$ cat src/rtl/uart_regfile_ctrl_if.sv
// Serial-side signal bundle of the UART register file: line in/out plus the receive error flags.
interface uart_regfile_ctrl_if;
  logic RX_IN;
  logic TX_OUT;
  logic Parity_error;
  logic Framing_error;

  modport master (output RX_IN, input TX_OUT, Parity_error, Framing_error);
  modport slave  (input RX_IN, output TX_OUT, Parity_error, Framing_error);
endinterface

$ cat src/rtl/uart_regfile_ctrl.sv
// UART-driven 16x8 register file: RX deframer, write/read command decoder and TX response framer.
// All logic runs on REF_CLK at PRESCALE clocks per bit.
module uart_regfile_ctrl #(
  parameter int unsigned          DATA_WIDTH = 8,
  parameter int unsigned          ADDR_WIDTH = 4,
  parameter int unsigned          PRESCALE   = 8,
  parameter bit                   PAR_EN     = 1'b1,
  parameter bit                   PAR_TYP    = 1'b0,
  parameter logic [DATA_WIDTH-1:0] WR_CMD    = 8'hAA,
  parameter logic [DATA_WIDTH-1:0] RD_CMD    = 8'hBB
) (
  input logic                 REF_CLK,
  input logic                 RST,
  uart_regfile_ctrl_if.slave  bus
);

  localparam int unsigned NumBits = DATA_WIDTH + 2 + (PAR_EN ? 1 : 0);
  localparam int unsigned IdxW    = $clog2(NumBits);
  localparam int unsigned CntW    = $clog2(PRESCALE);

  localparam logic [IdxW-1:0] LastBit = IdxW'(NumBits - 1);
  localparam logic [IdxW-1:0] DataIdx = IdxW'(DATA_WIDTH);
  localparam logic [IdxW-1:0] ParIdx  = IdxW'(DATA_WIDTH + 1);
  localparam logic [CntW-1:0] CntLast = CntW'(PRESCALE - 1);
  localparam logic [CntW-1:0] SampA   = CntW'(PRESCALE / 2 - 1);
  localparam logic [CntW-1:0] SampB   = CntW'(PRESCALE / 2);
  localparam logic [CntW-1:0] SampC   = CntW'(PRESCALE / 2 + 1);

  // ---------------- RX ----------------
  typedef enum logic {RxIdle, RxBits} rx_state_e;

  rx_state_e             rx_state_q;
  logic [CntW-1:0]       rx_cnt_q;
  logic [IdxW-1:0]       rx_idx_q;
  logic [DATA_WIDTH-1:0] rx_shift_q;
  logic                  rx_s0_q, rx_s1_q, rx_prev_q;
  logic                  par_err_q, frm_err_q;
  logic                  rx_valid_q, rx_bad_q;
  logic                  rx_in, rx_maj;

  assign rx_in  = bus.RX_IN;
  // Third sample is taken live so the vote resolves on the last sampling clock.
  assign rx_maj = (rx_s0_q & rx_s1_q) | (rx_s0_q & rx_in) | (rx_s1_q & rx_in);

  always_ff @(posedge REF_CLK or posedge RST) begin
    if (RST) begin
      rx_state_q <= RxIdle;
      rx_cnt_q   <= '0;
      rx_idx_q   <= '0;
      rx_shift_q <= '0;
      rx_s0_q    <= 1'b1;
      rx_s1_q    <= 1'b1;
      rx_prev_q  <= 1'b1;
      par_err_q  <= 1'b0;
      frm_err_q  <= 1'b0;
      rx_valid_q <= 1'b0;
      rx_bad_q   <= 1'b0;
    end else begin
      rx_prev_q  <= rx_in;
      rx_valid_q <= 1'b0;
      rx_bad_q   <= 1'b0;
      unique case (rx_state_q)
        RxIdle: begin
          if (rx_prev_q && !rx_in) begin
            rx_state_q <= RxBits;
            rx_cnt_q   <= CntW'(1);
            rx_idx_q   <= '0;
          end
        end
        RxBits: begin
          rx_cnt_q <= rx_cnt_q + 1'b1;
          if (rx_cnt_q == SampA) begin
            rx_s0_q <= rx_in;
            if (rx_idx_q == '0) begin
              par_err_q <= 1'b0;
              frm_err_q <= 1'b0;
            end
          end
          if (rx_cnt_q == SampB) rx_s1_q <= rx_in;
          if (rx_cnt_q == SampC) begin
            if (rx_idx_q == '0) begin
              if (rx_maj) rx_state_q <= RxIdle;
            end else if (rx_idx_q <= DataIdx) begin
              rx_shift_q <= {rx_maj, rx_shift_q[DATA_WIDTH-1:1]};
            end else if (PAR_EN && rx_idx_q == ParIdx) begin
              par_err_q <= rx_maj != ((^rx_shift_q) ^ PAR_TYP);
            end else begin
              frm_err_q <= ~rx_maj;
            end
          end
          if (rx_cnt_q == CntLast) begin
            rx_cnt_q <= '0;
            if (rx_idx_q == LastBit) begin
              rx_state_q <= RxIdle;
              if (!par_err_q && !frm_err_q) rx_valid_q <= 1'b1;
              else                          rx_bad_q   <= 1'b1;
            end else begin
              rx_idx_q <= rx_idx_q + 1'b1;
            end
          end
        end
      endcase
    end
  end

  // ---------------- Command decoder + register file ----------------
  typedef enum logic [2:0] {DecIdle, DecWrAddr, DecWrData, DecRdAddr, DecResp} dec_state_e;

  dec_state_e            dec_state_q;
  logic [ADDR_WIDTH-1:0] addr_q;
  logic [DATA_WIDTH-1:0] regs_q [2**ADDR_WIDTH];
  logic [DATA_WIDTH-1:0] tx_data_q;
  logic                  tx_start_q;
  logic                  tx_busy;

  always_ff @(posedge REF_CLK or posedge RST) begin
    if (RST) begin
      dec_state_q <= DecIdle;
      addr_q      <= '0;
      tx_data_q   <= '0;
      tx_start_q  <= 1'b0;
      for (int i = 0; i < 2**ADDR_WIDTH; i++) regs_q[i] <= '0;
    end else begin
      tx_start_q <= 1'b0;
      case (dec_state_q)
        DecIdle: begin
          if (rx_valid_q) begin
            if (rx_shift_q == WR_CMD)      dec_state_q <= DecWrAddr;
            else if (rx_shift_q == RD_CMD) dec_state_q <= DecRdAddr;
          end
        end
        DecWrAddr: begin
          if (rx_valid_q) begin
            addr_q      <= rx_shift_q[ADDR_WIDTH-1:0];
            dec_state_q <= DecWrData;
          end else if (rx_bad_q) begin
            dec_state_q <= DecIdle;
          end
        end
        DecWrData: begin
          if (rx_valid_q) begin
            regs_q[addr_q] <= rx_shift_q;
            dec_state_q    <= DecIdle;
          end else if (rx_bad_q) begin
            dec_state_q <= DecIdle;
          end
        end
        DecRdAddr: begin
          if (rx_valid_q) begin
            tx_data_q   <= regs_q[rx_shift_q[ADDR_WIDTH-1:0]];
            dec_state_q <= DecResp;
          end else if (rx_bad_q) begin
            dec_state_q <= DecIdle;
          end
        end
        DecResp: begin
          if (!tx_busy) begin
            tx_start_q  <= 1'b1;
            dec_state_q <= DecIdle;
          end
        end
        default: dec_state_q <= DecIdle;
      endcase
    end
  end

  // ---------------- TX ----------------
  typedef enum logic {TxIdle, TxBits} tx_state_e;

  tx_state_e             tx_state_q;
  logic [CntW-1:0]       tx_cnt_q;
  logic [IdxW-1:0]       tx_idx_q;
  logic [DATA_WIDTH-1:0] tx_shift_q;
  logic                  tx_par_q, tx_out_q;

  assign tx_busy = (tx_state_q != TxIdle);

  always_ff @(posedge REF_CLK or posedge RST) begin
    if (RST) begin
      tx_state_q <= TxIdle;
      tx_cnt_q   <= '0;
      tx_idx_q   <= '0;
      tx_shift_q <= '0;
      tx_par_q   <= 1'b0;
      tx_out_q   <= 1'b1;
    end else begin
      unique case (tx_state_q)
        TxIdle: begin
          tx_out_q <= 1'b1;
          if (tx_start_q) begin
            tx_state_q <= TxBits;
            tx_out_q   <= 1'b0;
            tx_cnt_q   <= '0;
            tx_idx_q   <= '0;
            tx_shift_q <= tx_data_q;
            tx_par_q   <= (^tx_data_q) ^ PAR_TYP;
          end
        end
        TxBits: begin
          tx_cnt_q <= tx_cnt_q + 1'b1;
          if (tx_cnt_q == CntLast) begin
            tx_cnt_q <= '0;
            if (tx_idx_q == LastBit) begin
              tx_state_q <= TxIdle;
              tx_out_q   <= 1'b1;
            end else begin
              tx_idx_q <= tx_idx_q + 1'b1;
              // tx_idx_q names the bit just finished; choose the one that follows it.
              if (tx_idx_q < DataIdx) begin
                tx_out_q   <= tx_shift_q[0];
                tx_shift_q <= tx_shift_q >> 1;
              end else if (PAR_EN && tx_idx_q == DataIdx) begin
                tx_out_q <= tx_par_q;
              end else begin
                tx_out_q <= 1'b1;
              end
            end
          end
        end
      endcase
    end
  end

  assign bus.TX_OUT        = tx_out_q;
  assign bus.Parity_error  = par_err_q;
  assign bus.Framing_error = frm_err_q;

endmodule

$ cat src/flat_wrapper.sv
// flat-port wrapper written by rule: the top's interface ports become plain ports
module uart_regfile_ctrl_flat 
#(
  parameter int unsigned          DATA_WIDTH = 8,
  parameter int unsigned          ADDR_WIDTH = 4,
  parameter int unsigned          PRESCALE   = 8,
  parameter bit                   PAR_EN     = 1'b1,
  parameter bit                   PAR_TYP    = 1'b0,
  parameter logic [DATA_WIDTH-1:0] WR_CMD    = 8'hAA,
  parameter logic [DATA_WIDTH-1:0] RD_CMD    = 8'hBB
)
  (REF_CLK, RST, bus_RX_IN, bus_TX_OUT, bus_Parity_error, bus_Framing_error);
  uart_regfile_ctrl_if bus_i ();
  input logic REF_CLK;
  input logic RST;
  input wire logic [$bits(bus_i.RX_IN)-1:0] bus_RX_IN;
  output wire logic [$bits(bus_i.TX_OUT)-1:0] bus_TX_OUT;
  output wire logic [$bits(bus_i.Parity_error)-1:0] bus_Parity_error;
  output wire logic [$bits(bus_i.Framing_error)-1:0] bus_Framing_error;
  assign bus_i.RX_IN = bus_RX_IN;
  assign bus_TX_OUT = bus_i.TX_OUT;
  assign bus_Parity_error = bus_i.Parity_error;
  assign bus_Framing_error = bus_i.Framing_error;
  uart_regfile_ctrl #(.DATA_WIDTH(DATA_WIDTH), .ADDR_WIDTH(ADDR_WIDTH), .PRESCALE(PRESCALE), .PAR_EN(PAR_EN), .PAR_TYP(PAR_TYP), .WR_CMD(WR_CMD), .RD_CMD(RD_CMD)) u_core (.REF_CLK(REF_CLK), .RST(RST), .bus(bus_i));
endmodule
$ cat config.mk
export PLATFORM = sky130hd
export DESIGN_NAME = uart_regfile_ctrl_flat
export DESIGN_NICKNAME = d
export VERILOG_FILES = /design/src/rtl/uart_regfile_ctrl_if.sv /design/src/rtl/uart_regfile_ctrl.sv /design/src/flat_wrapper.sv
export SDC_FILE = /design/constraint.sdc
export NUM_CORES = 1
export LEC_CHECK = 0
export CAP_MARGIN = 15
export CELL_PAD_IN_SITES_DETAIL_PLACEMENT = 1
export CELL_PAD_IN_SITES_GLOBAL_PLACEMENT = 1
export CORE_UTILIZATION = 53
export CTS_BUF_LIST = sky130_fd_sc_hd__clkbuf_16
export DETAILED_ROUTE_END_ITERATION = 6
export HOLD_SLACK_MARGIN = 0.1
export PLACE_DENSITY_LB_ADDON = 0.1
export SLEW_MARGIN = 10
export SYNTH_ARGS = -nofsm -noshare
export SYNTH_HDL_FRONTEND = slang
export SYNTH_SLANG_ARGS = --single-unit
export TNS_END_PERCENT = 20
$ cat constraint.sdc
create_clock -name REF_CLK -period 9.6 [get_ports REF_CLK]
set_clock_uncertainty 0.05 [all_clocks]
set_input_delay 2.88 -clock REF_CLK [delete_from_list [all_inputs] [get_ports REF_CLK]]
set_output_delay 2.88 -clock REF_CLK [all_outputs]
set_load 0.005 [all_outputs]
== Yosys cells after proc, flatten, opt, wreduce, memory -nomap -nowiden ==
Index checks and enable logic that the tools add are counted.

* Flip-flop bits (word level): 185
* Input port bits: 3
* Output and inout port bits: 3
* Logic and storage cells: 177

* Add/subtract/negate cells: 4
* Magnitude comparators: 5
* Equal/unequal tests: 26
* Muxes and demuxes: 73
* Bitwise gates (word level): 11
* Reductions and logical operators: 21

{| class="wikitable"
|+ Operators by type and width
! cell !! count
|-
| $bwmux 128 || 1
|-
| $mux 8 || 7
|-
| $mux 1 || 36
|-
| $mux 3 || 12
|-
| $bmux 8 s4 || 1
|-
| $demux 8 s4 || 1
|-
| $mux 4 || 6
|-
| $eq 4x4->1 const B || 4
|-
| $eq 8x8->1 const B || 2
|-
| $pmux 4 s2 || 2
|-
| $pmux 8 s2 || 1
|-
| $reduce_xor 8->1 || 2
|-
| $eq 3x3->1 const B || 5
|-
| $pmux 3 s5 || 1
|-
| $ne 2x2->1 const B || 6
|-
| $pmux 3 s2 || 2
|-
| $reduce_and 2->1 || 6
|-
| $ge 5x5->1 const B || 2
|-
| $not 4->5 || 2
|-
| $eq 3x2->1 const B || 3
|-
| $reduce_and 3->1 || 3
|-
| $add 4x1->4 const B || 2
|-
| $reduce_and 4->1 || 2
|-
| $add 3x1->3 const B || 2
|-
| 15 further kinds || 29
|}

== Longest topological paths before layout ==
* Depth in word-level cells: 9
* Mapped depth: 10
* Mapped depth without buffers: 6

== Worst setup path before layout ==
Ideal clock, no wire load.

* Path kind: input to register
* Start: input bus_RX_IN
* End: register u_core.par_err_q, in the netlist u_core.bus.Parity_error
* Arrival: 3.631 ns
* Data required time: 9.428 ns
* Path slack: 5.798 ns
* Cell stages on the path: 3
* Path buffers: 0
* Path through: maj3_1 > xnor2_1 > a32o_1

* Cells in the longest elaborated chain, start to end: 8

{| class="wikitable"
|+ Ends and longest elaborated chain
! item !! RTL line !! RTL
|-
| start: declaration || flat_wrapper.sv:16 || <nowiki>input wire logic [$bits(bus_i.RX_IN)-1:0] bus_RX_IN;</nowiki>
|-
| $and 1x1->1 || uart_regfile_ctrl.sv:43 || <nowiki>assign rx_maj = (rx_s0_q & rx_s1_q) | (rx_s0_q & rx_in) | (rx_s1_q & rx_in);</nowiki>
|-
| $or 1x1->1 || uart_regfile_ctrl.sv:43 ||
|-
| $or 1x1->1 (*) || uart_regfile_ctrl.sv:43 ||
|-
| $ne 1x1->1 (*) || uart_regfile_ctrl.sv:86 || <nowiki>par_err_q <= rx_maj != ((^rx_shift_q) ^ PAR_TYP);</nowiki>
|-
| $mux 1 (*) || uart_regfile_ctrl.sv:85 || <nowiki>end else if (PAR_EN && rx_idx_q == ParIdx) begin</nowiki>
|-
| $mux 1 (*) || uart_regfile_ctrl.sv:83 || <nowiki>end else if (rx_idx_q <= DataIdx) begin</nowiki>
|-
| $mux 1 (*) || uart_regfile_ctrl.sv:81 || <nowiki>if (rx_idx_q == '0) begin</nowiki>
|-
| $mux 1 (*) || uart_regfile_ctrl.sv:80 || <nowiki>if (rx_cnt_q == SampC) begin</nowiki>
|-
| end signal: assignment || uart_regfile_ctrl.sv:86 ||
|-
| end: declaration || uart_regfile_ctrl.sv:37 || <nowiki>logic par_err_q, frm_err_q;</nowiki>
|}

Every way passes the cells marked *; elsewhere a longest branch is shown, timed or not.
A chain may end at the register's enable or synchronous reset.

== Worst setup path after layout ==
* Start: register u_core.tx_out_q, in the netlist u_core.bus.TX_OUT
* End: output bus_TX_OUT

{| class="wikitable"
|+ RTL lines
! item !! RTL line !! RTL
|-
| start: declaration || uart_regfile_ctrl.sv:174 || <nowiki>logic tx_par_q, tx_out_q;</nowiki>
|-
| start signal: assignment || uart_regfile_ctrl.sv:210 || <nowiki>tx_out_q <= tx_shift_q[0];</nowiki>
|-
| start signal: assignment || uart_regfile_ctrl.sv:213 || <nowiki>tx_out_q <= tx_par_q;</nowiki>
|-
| end: declaration || flat_wrapper.sv:17 || <nowiki>output wire logic [$bits(bus_i.TX_OUT)-1:0] bus_TX_OUT;</nowiki>
|}

No word-level cell between the ends.

==> flow_metrics.env <==
export IMPL_ctsHtreeMaxLevel=4
export IMPL_cts_reportedPaths_clkPinSlew_ns=0.07
export IMPL_seq_area_frac_synth=0.5301
export IMPL_post_synthesis_average_cell_area_um2=13.92
export IMPL_largest_net_degree_at_the_start_of_global_routing=127
export IMPL_drive_gt1_frac=0.3709
export IMPL_max_freq_ghz=0.2265
export IMPL_slew_headroom=0.2754
export IMPL_core_region_area_mm2=0.01600
export IMPL_clk_insertion_delay_late_ns=0.45
export IMPL_finalMaxSlewViolations=0
export IMPL_timing_critical_path_cells="clkdlybuf4s50_1"
export IMPL_floorplan_initialDensity=0.5464
export IMPL_drtIter0Drc=251
export IMPL_criticalPathCategory="reg -> out"
export IMPL_drt_total_wl_um=19670
export IMPL_fin_hold_ws_ns=0.4506
export IMPL_synthDominantCellAreaShare=0.5181
export IMPL_yosys_cell_count_top_type="sky130_fd_sc_hd__dfrtp_1"
export IMPL_tightest_slew_ns=1.072
export IMPL_finalHoldViolations=0
export IMPL_fin_area_mm2=0.009651
export IMPL_timing_critical_path_buf_inv=1
export IMPL_worstPathMaxFanout=2
export IMPL_worst_path_dominant_cell_family="flip-flops"
export IMPL_ys_top_cells_by_count="sky130_fd_sc_hd__dfrtp_1, sky130_fd_sc_hd__mux2_2, sky130_fd_sc_hd__nand2_1, sky130_fd_sc_hd__mux4_2, sky130_fd_sc_hd__clkbuf_1"
export IMPL_detail_route_vias_per_cell=5.963
export IMPL_setup_worst_path_end_class="primary output"
export IMPL_cp_slowest_cell="sky130_fd_sc_hd__dfstp_2"
export IMPL_critPathLaunchType="register"
export IMPL_cts_inserted_buffers=17
export IMPL_synth_net_count=651
export IMPL_place_inst=822
export IMPL_vdd_drop_max_mv=0.1504
export IMPL_tns_ns=0
export IMPL_synth_top_cells_by_area="sky130_fd_sc_hd__dfrtp_1, sky130_fd_sc_hd__mux2_2, sky130_fd_sc_hd__mux4_2"
export IMPL_grt_busiest_layer="met2"
export IMPL_required_time_at_the_endpoint_of_the_critical_path_ns=6.67
export IMPL_cts_root_buf="sky130_fd_sc_hd__clkbuf_16"
export IMPL_grtUsageMet3=0.04927
export IMPL_cts_hold_buffers_added=0
export IMPL_fin_crit_ns=4.415
export IMPL_cp_data_arrival_time_ns=1.48
export IMPL_final_stage_net_count=649
export IMPL_post_layout_cell_count=855
export IMPL_yosys_warnings=0
export IMPL_drv_cap=0
export IMPL_synthDominantAreaCellType="sky130_fd_sc_hd__dfrtp_1"
export IMPL_wire_per_inst_um=23.01
export IMPL_period_share=0.4599
export IMPL_buffers_on_ports=5
export IMPL_initial_antenna_violation_count=0
export IMPL_use_met2=0.4418
export IMPL_first_global_vias=5727
export IMPL_postRouteAntennaNets=0
export IMPL_row_count=46
export IMPL_place_gp_congestion=0.7756
export IMPL_powerDensity_mw_per_mm2=206.1
export IMPL_die_height_um=130.4
export IMPL_synth_edff_count=0
export IMPL_synth_seq_cells=185
export IMPL_floorplan_die_width_um=130.4
export IMPL_floorplan_die_area_mm2=0.01701
export IMPL_cts_tree="built"
export IMPL_synthesis_area_mm2=0.008742
export IMPL_post_route_drc_count=0
export IMPL_yosys_most_used_dff="sky130_fd_sc_hd__dfrtp_1"
export IMPL_pin_count=6
export IMPL_route_vias_total=5098
export IMPL_ys_types=56
export IMPL_post_dp_hpwl_um=12270
export IMPL_cell_count_after_synthesis=628
export IMPL_detail_route_first_pass_iterations=5
export IMPL_setup_viol_count_final=0
export IMPL_area_overhead_of_the_layout_relative_to_synthesis_pct=10.39
export IMPL_post_cts_repair_setup_buffers=0
export IMPL_global_route_usage_met1=0.3424
export IMPL_gr_usage_all_layers=0.2649
export IMPL_clock_tree_sinks=185
export IMPL_insertedDiodeCount=0
export IMPL_status="completed"
export IMPL_cts_root_to_sink_buffers=2
export IMPL_cts_resized_gates=0
export IMPL_grt_pass1_wl_um=32660
export IMPL_leakage_nw=4.549
export IMPL_global_route_overflow_total=0
export IMPL_placement_cell_area_mm2=0.008975
export IMPL_hold_class="reg -> reg"
export IMPL_synth_async_sr_flop_share=1.000
export IMPL_critical_path_max_stage_delay_ns=0.54
export IMPL_setup_repair_after_global_routing_missed_its_margin="false"
area by class of cell:
type                            instances  area (um2)
Timing Repair Buffer                   12       122.6
Inverter                               17       68.82
Sequential cell                       185        4637
Multi-Input combinational cell        393        3904
Clock buffer                           17       425.4
Clock inverter                         15       222.7
Tap cell                              216       270.3
Fill cell                            1570        6350
sequential cells by signal, indices dropped and copies added, names as in the netlist, 3 cells and up:
signal              cells
u_core.rx_shift_q       8
u_core.dec_state_q      3
u_core.addr_q           4
u_core.tx_cnt_q         3
u_core.tx_shift_q       8
u_core.rx_cnt_q         3
u_core.tx_data_q        8
u_core.rx_idx_q         4
u_core.regs_q         128
u_core.tx_idx_q         4
worst paths after layout:
| check | start | end | slack [ns] | cells after the start |
|---|---|---|---|---|
| max | u_core.bus.TX_OUT | bus_TX_OUT | 5.19 | 1 |
| min | u_core.tx_cnt_q[1] | u_core.tx_cnt_q[1] | 0.45 | 2 |
| max reg2reg | u_core.dec_state_q[2] | u_core.tx_data_q[4] | 6.89 | 4 |
| min reg2reg | u_core.tx_cnt_q[1] | u_core.tx_cnt_q[1] | 0.45 | 2 |
| max in group asynchronous | RST | u_core.regs_q[51] | 5.22 | 4 |
| min in group asynchronous | RST | u_core.regs_q[17] | 2.73 | 2 |
through the flow:
step	worst slack (ns)	util	power (mW)
after CTS	4.939	0.6014	2.014
after global placement	4.527	0.5609	1.210
after global routing	4.942	0.6031	2.083
after detailed placement	4.455	0.5609	1.233
after floorplan	1.648	-	1.135
final	5.185	0.6031	1.989
metal layers:
metal  part of all wire  vias to the layer above
met5                  0                        -
met4              0.022                        0
met3              0.025                       27
met2               0.51                       48
met1               0.44                     2734
li1                   -                     2289
report_power, final:
part / leakage (nW) / internal (mW) / switching [mW]
registers: 2.55 / 0.817 / 0.110
clock network: 0.310 / 0.462 / 0.310
logic: 1.69 / 0.139 / 0.151
total: 4.55 / 1.42 / 0.571
logic make-up after synthesis:
group,synth area share
buf+inv,0.02333
simple gates,0.06970
compound gates,0.04594
mux,0.2881
xor+xnor,0.01302
fa+ha+maj,0.02977
flops,0.5301
cells in the final DEF (no fill, tap or decap), types with 3 or more instances in the layout:
master and count:
sky130_fd_sc_hd__mux2_4 8, sky130_fd_sc_hd__nor3b_1 4, sky130_fd_sc_hd__or3_1 4, sky130_fd_sc_hd__nor2_1 18
sky130_fd_sc_hd__mux4_2 32, sky130_fd_sc_hd__clkinvlp_4 3, sky130_fd_sc_hd__nor2b_1 4, sky130_fd_sc_hd__xnor2_1 12
sky130_fd_sc_hd__ha_1 20, sky130_fd_sc_hd__nand3b_1 3, sky130_fd_sc_hd__a22oi_1 14, sky130_fd_sc_hd__buf_4 6
sky130_fd_sc_hd__inv_6 3, sky130_fd_sc_hd__clkbuf_16 17, sky130_fd_sc_hd__nand2b_1 6, sky130_fd_sc_hd__clkinv_2 3
sky130_fd_sc_hd__inv_1 16, sky130_fd_sc_hd__dfrtp_1 179, sky130_fd_sc_hd__dfstp_2 4, sky130_fd_sc_hd__nor4b_1 3
sky130_fd_sc_hd__clkdlybuf4s50_1 5, sky130_fd_sc_hd__nor3_1 5, sky130_fd_sc_hd__bufinv_16 5, sky130_fd_sc_hd__nand3_1 7
sky130_fd_sc_hd__mux2i_1 9, sky130_fd_sc_hd__nand2_1 36, sky130_fd_sc_hd__mux2_2 141, sky130_fd_sc_hd__o21ai_0 17
sky130_fd_sc_hd__a21oi_1 12
No activity file was read; power rests on OpenSTA's default activity.
